`config.mk`:
```
export PLATFORM = sky130hd
export DESIGN_NAME = stream_demux_n_flat
export DESIGN_NICKNAME = d
export VERILOG_FILES = /design/src/rtl/stream_demux_n_if.sv /design/src/rtl/stream_demux_n.sv /design/src/flat_wrapper.sv
export SDC_FILE = /design/constraint.sdc
export NUM_CORES = 1
export LEC_CHECK = 0
export ABC_AREA = 1
export BUFFER_PORTS_ARGS = -buffer_cell sky130_fd_sc_hd__buf_2
export CORE_MARGIN = 5
export CORE_UTILIZATION = 25
export CTS_CLUSTER_SIZE = 20
export DETAILED_ROUTE_END_ITERATION = 8
export PLACE_DENSITY = 0.43
export SYNTH_ARGS = -nofsm -noshare
export SYNTH_HDL_FRONTEND = slang
export SYNTH_SLANG_ARGS = --single-unit
export TNS_END_PERCENT = 5
```
`constraint.sdc`:
```
create_clock -name clk -period 2.04 [get_ports clk]
set_input_delay 0.204 -clock clk [delete_from_list [all_inputs] [get_ports clk]]
set_output_delay 0.204 -clock clk [all_outputs]
set_load 0.02 [all_outputs]
```
`src/rtl/stream_demux_n_if.sv`:
```
// Stream bundle for the 1-to-N demultiplexer: one producer-side stream and N
// consumer-side channels. The demux itself takes the slave view.
interface stream_demux_n_if #(
    parameter int unsigned DATA_W = 8,
    parameter int unsigned N_OUT  = 4,
    parameter int unsigned SEL_W  = 2
);
    logic                    in_valid;
    logic                    in_ready;
    logic [DATA_W-1:0]       in_data;
    logic [SEL_W-1:0]        in_sel;
    logic                    in_last;
    logic [N_OUT-1:0]        out_valid;
    logic [N_OUT-1:0]        out_ready;
    logic [N_OUT*DATA_W-1:0] out_data;
    logic [N_OUT-1:0]        out_last;

    modport master (
        output in_valid, in_data, in_sel, in_last, out_ready,
        input  in_ready, out_valid, out_data, out_last
    );

    modport slave (
        input  in_valid, in_data, in_sel, in_last, out_ready,
        output in_ready, out_valid, out_data, out_last
    );
endinterface

```
`src/rtl/stream_demux_n.sv`:
```
// Registered 1-to-N stream demultiplexer with per-channel output registers,
// optional packet-locked routing and a saturating count of dropped beats.
module stream_demux_n #(
    parameter int unsigned DATA_W   = 8,
    parameter int unsigned N_OUT    = 4,
    parameter int unsigned SEL_W    = 2,
    parameter int unsigned LOCK_PKT = 1,
    parameter int unsigned CNT_W    = 8
) (
    input  logic               clk,
    input  logic               rst,
    stream_demux_n_if.slave    bus,
    output logic               busy,
    output logic [CNT_W-1:0]   drop_cnt
);
    typedef enum logic [0:0] {StIdle, StRoute} state_e;

    localparam logic [SEL_W:0]   NOutW  = (SEL_W+1)'(N_OUT);
    localparam logic [CNT_W-1:0] CntMax = '1;

    state_e                  state_q, state_d;
    logic [SEL_W-1:0]        sel_q, sel_d;
    logic [SEL_W-1:0]        tgt;
    logic                    drop, tgt_free, xfer;
    logic [N_OUT-1:0]        wr;
    logic [N_OUT-1:0]        out_valid_q, out_last_q;
    logic [N_OUT*DATA_W-1:0] out_data_q;
    logic [CNT_W-1:0]        drop_cnt_q;

    always_ff @(posedge clk) begin
        if (rst) begin
            state_q <= StIdle;
            sel_q   <= '0;
        end else begin
            state_q <= state_d;
            sel_q   <= sel_d;
        end
    end

    always_comb begin
        state_d = state_q;
        sel_d   = sel_q;
        if (LOCK_PKT != 0 && xfer) begin
            case (state_q)
                StIdle: begin
                    if (!bus.in_last) begin
                        state_d = StRoute;
                        sel_d   = bus.in_sel;
                    end
                end
                StRoute: begin
                    if (bus.in_last) state_d = StIdle;
                end
                default: state_d = StIdle;
            endcase
        end
    end

    // A packet that starts out of range keeps its latched select, so every
    // remaining beat of it is dropped as well.
    always_comb begin
        tgt      = (LOCK_PKT != 0 && state_q == StRoute) ? sel_q : bus.in_sel;
        drop     = {1'b0, tgt} >= NOutW;
        tgt_free = 1'b0;
        for (int i = 0; i < N_OUT; i++) begin
            if (tgt == SEL_W'(i)) tgt_free = ~out_valid_q[i] | bus.out_ready[i];
        end
        bus.in_ready = drop | tgt_free;
        xfer         = bus.in_valid & bus.in_ready;
        for (int i = 0; i < N_OUT; i++) begin
            wr[i] = xfer & ~drop & (tgt == SEL_W'(i));
        end
        busy = (state_q == StRoute);
    end

    always_ff @(posedge clk) begin
        if (rst) begin
            out_valid_q <= '0;
            out_last_q  <= '0;
            out_data_q  <= '0;
            drop_cnt_q  <= '0;
        end else begin
            for (int i = 0; i < N_OUT; i++) begin
                if (wr[i]) begin
                    out_valid_q[i]                <= 1'b1;
                    out_last_q[i]                 <= bus.in_last;
                    out_data_q[i*DATA_W +: DATA_W] <= bus.in_data;
                end else if (bus.out_ready[i]) begin
                    out_valid_q[i] <= 1'b0;
                end
            end
            if (xfer && drop && drop_cnt_q != CntMax) begin
                drop_cnt_q <= drop_cnt_q + CNT_W'(1);
            end
        end
    end

    assign bus.out_valid = out_valid_q;
    assign bus.out_last  = out_last_q;
    assign bus.out_data  = out_data_q;
    assign drop_cnt      = drop_cnt_q;
endmodule

```
`src/flat_wrapper.sv`:
```
// flat-port wrapper written by rule: the top's interface ports become plain ports
module stream_demux_n_flat 
#(
    parameter int unsigned DATA_W   = 8,
    parameter int unsigned N_OUT    = 4,
    parameter int unsigned SEL_W    = 2,
    parameter int unsigned LOCK_PKT = 1,
    parameter int unsigned CNT_W    = 8
)
  (clk, rst, busy, drop_cnt, bus_in_valid, bus_in_data, bus_in_sel, bus_in_last, bus_out_ready, bus_in_ready, bus_out_valid, bus_out_data, bus_out_last);
  stream_demux_n_if #(.DATA_W(DATA_W), .N_OUT(N_OUT), .SEL_W(SEL_W)) bus_i ();
  input  logic clk;
  input  logic rst;
  output logic busy;
  output logic [CNT_W-1:0] drop_cnt;
  input wire logic [$bits(bus_i.in_valid)-1:0] bus_in_valid;
  input wire logic [$bits(bus_i.in_data)-1:0] bus_in_data;
  input wire logic [$bits(bus_i.in_sel)-1:0] bus_in_sel;
  input wire logic [$bits(bus_i.in_last)-1:0] bus_in_last;
  input wire logic [$bits(bus_i.out_ready)-1:0] bus_out_ready;
  output wire logic [$bits(bus_i.in_ready)-1:0] bus_in_ready;
  output wire logic [$bits(bus_i.out_valid)-1:0] bus_out_valid;
  output wire logic [$bits(bus_i.out_data)-1:0] bus_out_data;
  output wire logic [$bits(bus_i.out_last)-1:0] bus_out_last;
  assign bus_i.in_valid = bus_in_valid;
  assign bus_i.in_data = bus_in_data;
  assign bus_i.in_sel = bus_in_sel;
  assign bus_i.in_last = bus_in_last;
  assign bus_i.out_ready = bus_out_ready;
  assign bus_in_ready = bus_i.in_ready;
  assign bus_out_valid = bus_i.out_valid;
  assign bus_out_data = bus_i.out_data;
  assign bus_out_last = bus_i.out_last;
  stream_demux_n #(.DATA_W(DATA_W), .N_OUT(N_OUT), .SEL_W(SEL_W), .LOCK_PKT(LOCK_PKT), .CNT_W(CNT_W)) u_core (.clk(clk), .rst(rst), .bus(bus_i), .busy(busy), .drop_cnt(drop_cnt));
endmodule
```
* Word-level counts from Yosys, hierarchy flattened
Cells that the tools add are included.
Word-level totals: register bits after elaboration 43, input bits 18, output and inout port bits 50, word-level logic and storage cells 52
Operators by class: equal/unequal tests 3, multiplexer cells 14, bitwise logic cells 15, reduce and logical (&&, ||, !) cells 6
Operator list (count):
- $mux W1 | 13
- $reduce_bool A2 Y1 | 4
- $not A1 Y1 | 6
- $and A1 B1 Y1 | 5
- $eq A2 B2 Y1 const B | 2
- $or A1 B1 Y1 | 4
- $reduce_and A3 Y1 | 1
- $eq A2 B1 Y1 const B | 1
- $logic_not A2 Y1 | 1
- $mux W2 | 1

* Logic depth before layout (Yosys ltp)
depth after elaboration 9, gate-level depth with buffers 10, mapped depth without buffers 10

* Worst setup path before layout
OpenSTA, ideal clock, no wires.
path kind register -> register, from register u_core.state_q, in the netlist u_core.busy, to register u_core.out_data_q[0], in the netlist u_core.bus.out_data[0], library setup time 0.110 ns, arrival 1.515 ns, required time 1.930 ns, path slack 0.415 ns, cell stages (with the launch flop) 11, buffers on the path 1, period minus slack after synthesis 1.625 ns, cell sequence dfxtp_1 -> inv_2 -> nand2_1 -> nand2_2 -> nand3_1 -> nand2_1 -> nor2_8 -> buf_6 -> nand4_1 -> nand2_1 -> nor2_1
On the way: word-level cells in the longest chain between the ends 8, elaborated cells between the ends (all ways) 11, those cells by class 3 x eq/ne; 5 x mux; 2 x bitwise; 1 x reduce/logical
RTL lines:
- from (decl) | RTL line stream_demux_n.sv:21 | state_e state_q, state_d;
- from (signal assigned) | RTL line stream_demux_n.sv:32 | state_q <= StIdle;
- from (signal assigned) | RTL line stream_demux_n.sv:35 | state_q <= state_d;
- $mux W2 * | RTL line stream_demux_n.sv:62 | tgt = (LOCK_PKT != 0 && state_q == StRoute) ? sel_q : bus.in_sel;
- $logic_not A2 Y1 | RTL line stream_demux_n.sv:66 | if (tgt == SEL_W'(i)) tgt_free = ~out_valid_q[i] | bus.out_ready[i];
- $mux W1 (3 in series) | RTL line stream_demux_n.sv:66
- $mux W1 * | RTL line stream_demux_n.sv:66
- named net bus_in_ready | RTL line flat_wrapper.sv:21 | output wire logic [$bits(bus_i.in_ready)-1:0] bus_in_ready;
- $and A1 B1 Y1 * | RTL line stream_demux_n.sv:69 | xfer = bus.in_valid & bus.in_ready;
- $and A1 B1 Y1 * | RTL line stream_demux_n.sv:71 | wr[i] = xfer & ~drop & (tgt == SEL_W'(i));
- to (signal, indexed assignment) | RTL line stream_demux_n.sv:87 | out_data_q[i*DATA_W +: DATA_W] <= bus.in_data;
- to (decl) | RTL line stream_demux_n.sv:27 | logic [N_OUT*DATA_W-1:0] out_data_q;
Mark *: on every way through the listed nets, which the timed path passes. The rest lies on a longest branch. A chain may end at the register's enable or synchronous reset.

* Worst setup path in the final report
from register u_core.state_q, in the netlist u_core.busy, to output bus_in_ready
On the way: word-level cells in the longest chain between the ends 6, elaborated cells between the ends (all ways) 9, those cells by class 3 x eq/ne; 5 x mux; 1 x reduce/logical
RTL lines (RTL line):
- $mux W2 * | stream_demux_n.sv:62
- $logic_not A2 Y1 | stream_demux_n.sv:66
- $mux W1 (3 in series) | stream_demux_n.sv:66
- $mux W1 * | stream_demux_n.sv:66
- to (decl) | flat_wrapper.sv:21
Mark *: on every way between the ends. The rest lies on a longest branch, timed or not.

==> impl_results.rst <==
.. list-table::
   :header-rows: 1

   * - Metric
     - Value
   * - Core box area
     - 0.00830 sq mm
   * - Height of the die
     - 103 microns
   * - Logic depth of the worst register-to-register path
     - 11
   * - Width of the die
     - 103 microns
   * - Max-cap violations
     - 0
   * - Setup repair after global routing missed its margin
     - false
   * - Routed wire length
     - 6000 microns
   * - Clock root cell
     - sky130_fd_sc_hd__clkbuf_8
   * - Vias
     - 2024
   * - Clock input transition at the sequential cells of the worst setup and hold paths
     - 0.08 ns
   * - Share of flip-flops with an asynchronous set or reset after synthesis
     - 0%
   * - Most frequent cell after synthesis
     - sky130_fd_sc_hd__inv_1
   * - Io pins
     - 68
   * - Startpoint of the most critical hold path
     - rst
   * - GRT Total Usage
     - 11.7%
   * - Critical path type
     - flop to output pin
   * - Cell depth of the worst hold path
     - 2
   * - First DRT Iteration DRCs
     - 51
   * - Avg Synthesized Cell Area
     - 6.72 sq um
   * - Area growth, synth to finish
     - 24.9%
   * - Final count of pins violating max slew
     - 0
   * - Total number of H-tree levels
     - 2
   * - Number of global-route vias before repair
     - 1986
   * - Post-CTS Hold Buffers
     - 0
   * - Placer congestion estimate
     - 0.832
   * - Primary FF master, synth
     - sky130_fd_sc_hd__dfxtp_1
   * - Clk sinks
     - 43
   * - Layout cell share with drive strength beyond 1
     - 24.0%
   * - Reg2reg setup slack
     - 0.25 ns
   * - Endpoint required time on the critical path
     - 1.84 ns
   * - VDD IR max
     - 354 uV
   * - Number of antenna violations at the first check in global routing
     - 0
   * - Global-route wire length before repair
     - 9690 microns
   * - Outcome
     - finished, final reports clean
   * - Final period demand of the worst path
     - 1.87 ns
   * - Post-synthesis cell type with the largest combined area
     - sky130_fd_sc_hd__dfxtp_1
   * - Capturing element type of the critical path
     - output pin
   * - Clock latency on the worst-skew pair
     - 0.30 ns
   * - Kind of start point of the critical path
     - flop
   * - RR Endpoint
     - u_core.bus.out_data[11]$_SDFFE_PP0P_
   * - Headroom to the max-slew limit
     - 65.1%
   * - Design Area, Final
     - 0.00269 sq mm
   * - Utilization after layout
     - 32.4%
   * - Count of nets left with antenna violations after detail routing
     - 0
   * - Most Frequent Cell on Critical Path
     - sky130_fd_sc_hd__nand2_1
   * - Nets@finish
     - 401
   * - Starting density of the core
     - 25.9%
   * - Standard cell with the maximum stage delay on the critical path
     - sky130_fd_sc_hd__dfxtp_2
   * - Worst clock skew on the final layout
     - 0.00594 ns
   * - Crit path DAT
     - 1.66 ns
   * - Largest cells by area after synthesis
     - sky130_fd_sc_hd__dfxtp_1, sky130_fd_sc_hd__inv_1, sky130_fd_sc_hd__nand2_1
   * - R2R Path Start
     - u_core.busy$_SDFFE_PP0N_
   * - Static Leakage
     - 1.46 nW
   * - Cell area reported after detailed placement
     - 0.00251 sq mm
   * - Clock Tree Buf Depth
     - 2
   * - Max Fanout on Critical Path
     - 9
   * - Residual DRC
     - 0
   * - Post-route worst setup slack
     - 0.172 ns
   * - Hold worst-path end
     - u_core.busy$_SDFFE_PP0N_
   * - Diode count
     - 0
   * - Mapped Cells
     - 320
   * - Number of clock buffers inserted by TritonCTS
     - 5
   * - DRT Pass-1 Iters
     - 4
   * - Accumulated negative setup slack
     - 0 ns
   * - Stage delay of the slowest cell on the critical path
     - 0.41 ns
   * - Area fraction of the dominant cell type after synthesis
     - 40.0%
   * - Count of port buffers added during placement
     - 59
   * - Worst-case setup slack after placement
     - 0.239 ns
   * - Maximum clock frequency
     - 0.535 GHz
   * - Routed wire per std cell
     - 12.3 microns
   * - Yosys warnings
     - 0
   * - Type of the tightest min-delay check
     - input port to flop
   * - Areal power density over the cells
     - 812 mW/mm^2
   * - Overflow after GRT
     - 0
   * - Sequential area share after synthesis
     - 40.0%
   * - Final setup fails
     - 0
   * - Synthesis-stage register bit count
     - 43
   * - Count of flip-flops with a built-in enable after synthesis
     - 0
   * - Synthesized area
     - 0.00215 sq mm
   * - Cell-by-cell listing of the critical path
     - inv_2 > nand2_1 > nand2_1 > nand3_1 > nand2_1 > nor2_8 > buf_2
   * - Worst-margin pin slew
     - 0.523 ns
   * - Hold Fails Final Rpt
     - 0
   * - Number of distinct library cells after synthesis
     - 21
   * - Area of the die
     - 0.0106 sq mm
   * - Detailed-route vias per instance
     - 4.14
   * - DP Wirelength
     - 4330 microns
   * - List of most frequent post-synthesis cells
     - sky130_fd_sc_hd__inv_1, sky130_fd_sc_hd__nand2_1, sky130_fd_sc_hd__dfxtp_1, sky130_fd_sc_hd__nor2_1, sky130_fd_sc_hd__nand4_1
   * - Maximum number of pins on one net before global-route repair
     - 21
   * - Rows
     - 33
   * - CTS tree
     - yes
   * - Share of the cycle needed by the critical path after routing
     - 91.6%
## area by class of cell
| cell class | count | area, sq um |
|---|---|---|
| Clock buffer | 6 | 72.6 |
| Multi-Input combinational cell | 184 | 892 |
| Clock inverter | 2 | 60.1 |
| Timing Repair Buffer | 68 | 363 |
| Fill cell | 924 | 5610 |
| Tap cell | 105 | 131 |
| Inverter | 81 | 304 |
| Sequential cell | 43 | 862 |
## report_power, final
group          internal [W]  switching, W  leakage, nW
logic              0.000142      0.000302         1.05
clock network      0.000490      0.000315       0.0654
registers          0.000901     0.0000304        0.353
## worst max-delay path, delay by kind of cell (launching register included)
| family | cells | cell delay [ns] |
|---|---|---|
| buffers and inverters | 2 | 0.27 |
| DFF | 1 | 0.41 |
| and+or+nand+nor | 5 | 0.68 |
## cells by family (layout without fill, tap and decap cells)
| family | after synthesis | after routing | share of synthesized area (%) |
|---|---|---|---|
| buffers and inverters | 101 | 157 | 20.2 |
| other | 1 | 8 | 0.174 |
| AOI/OAI and AO/OA | 23 | 23 | 5.53 |
| and+or+nand+nor | 152 | 153 | 34.1 |
| DFF | 43 | 43 | 40.0 |
## per-stage QoR
step           total power (W)  hold slack [ns]  cells
2_1_floorplan          0.00127            0.266    327
3_3_place_gp           0.00139            0.447    476
3_5_place_dp           0.00139            0.445    476
4_1_cts                0.00220            0.123    484
5_1_grt                0.00231            0.128    489
6_report               0.00218            0.120    489
## cell usage in the layout, fill, tap and decap left out, drive strengths merged
cell type | Yosys | layout
a21oi | 13 | 13
buf | 18 | 68
bufinv | 0 | 2
clkbuf | 2 | 6
conb | 1 | 8
dfxtp | 43 | 43
inv | 81 | 81
nand2 | 74 | 74
nand3 | 10 | 10
nand4 | 29 | 29
nor2 | 39 | 40
o21ai | 10 | 10
## how the worst max path moves through the flow
stage | cells after the start | from | endpoint | slack [ns]
floorplan | 10 | u_core.busy$_SDFFE_PP0N_ | u_core.bus.out_data[0]$_SDFFE_PP0P_ | 0.42
global route | 7 | u_core.busy$_SDFFE_PP0N_ | bus_in_ready | 0.03
detailed placement | 10 | u_core.busy$_SDFFE_PP0N_ | u_core.bus.out_data[11]$_SDFFE_PP0P_ | 0.24
finish | 7 | u_core.busy$_SDFFE_PP0N_ | bus_in_ready | 0.17
global placement | 10 | u_core.busy$_SDFFE_PP0N_ | u_core.bus.out_data[11]$_SDFFE_PP0P_ | 0.27
CTS | 7 | u_core.busy$_SDFFE_PP0N_ | bus_in_ready | 0.03
## what timing repair did
| action | 4_1_cts | 5_1_grt |
|---|---|---|
| endpoints found under the setup margin | 0 | 11 |
| resized for setup | 0 | 1 |
| setup buffers | 0 | 4 |
## layer usage
layer | vias to the layer above | wire length (microns) | track usage [%]
met5 | - | 0 | 0
met4 | 0 | 70 | 3.33
met3 | 7 | 420 | 3.52
met2 | 45 | 2730 | 19.3
met1 | 894 | 2790 | 14.9
li1 | 1078 | - | -
## flip-flops by register name (all words and copies together) (netlist names)
register,cells
u_core.bus.out_last,4
u_core.bus.out_data,32
u_core.bus.out_valid,4
u_core.busy,1
u_core.sel_q,2
Note: power is estimated with default switching activity, not from simulation.
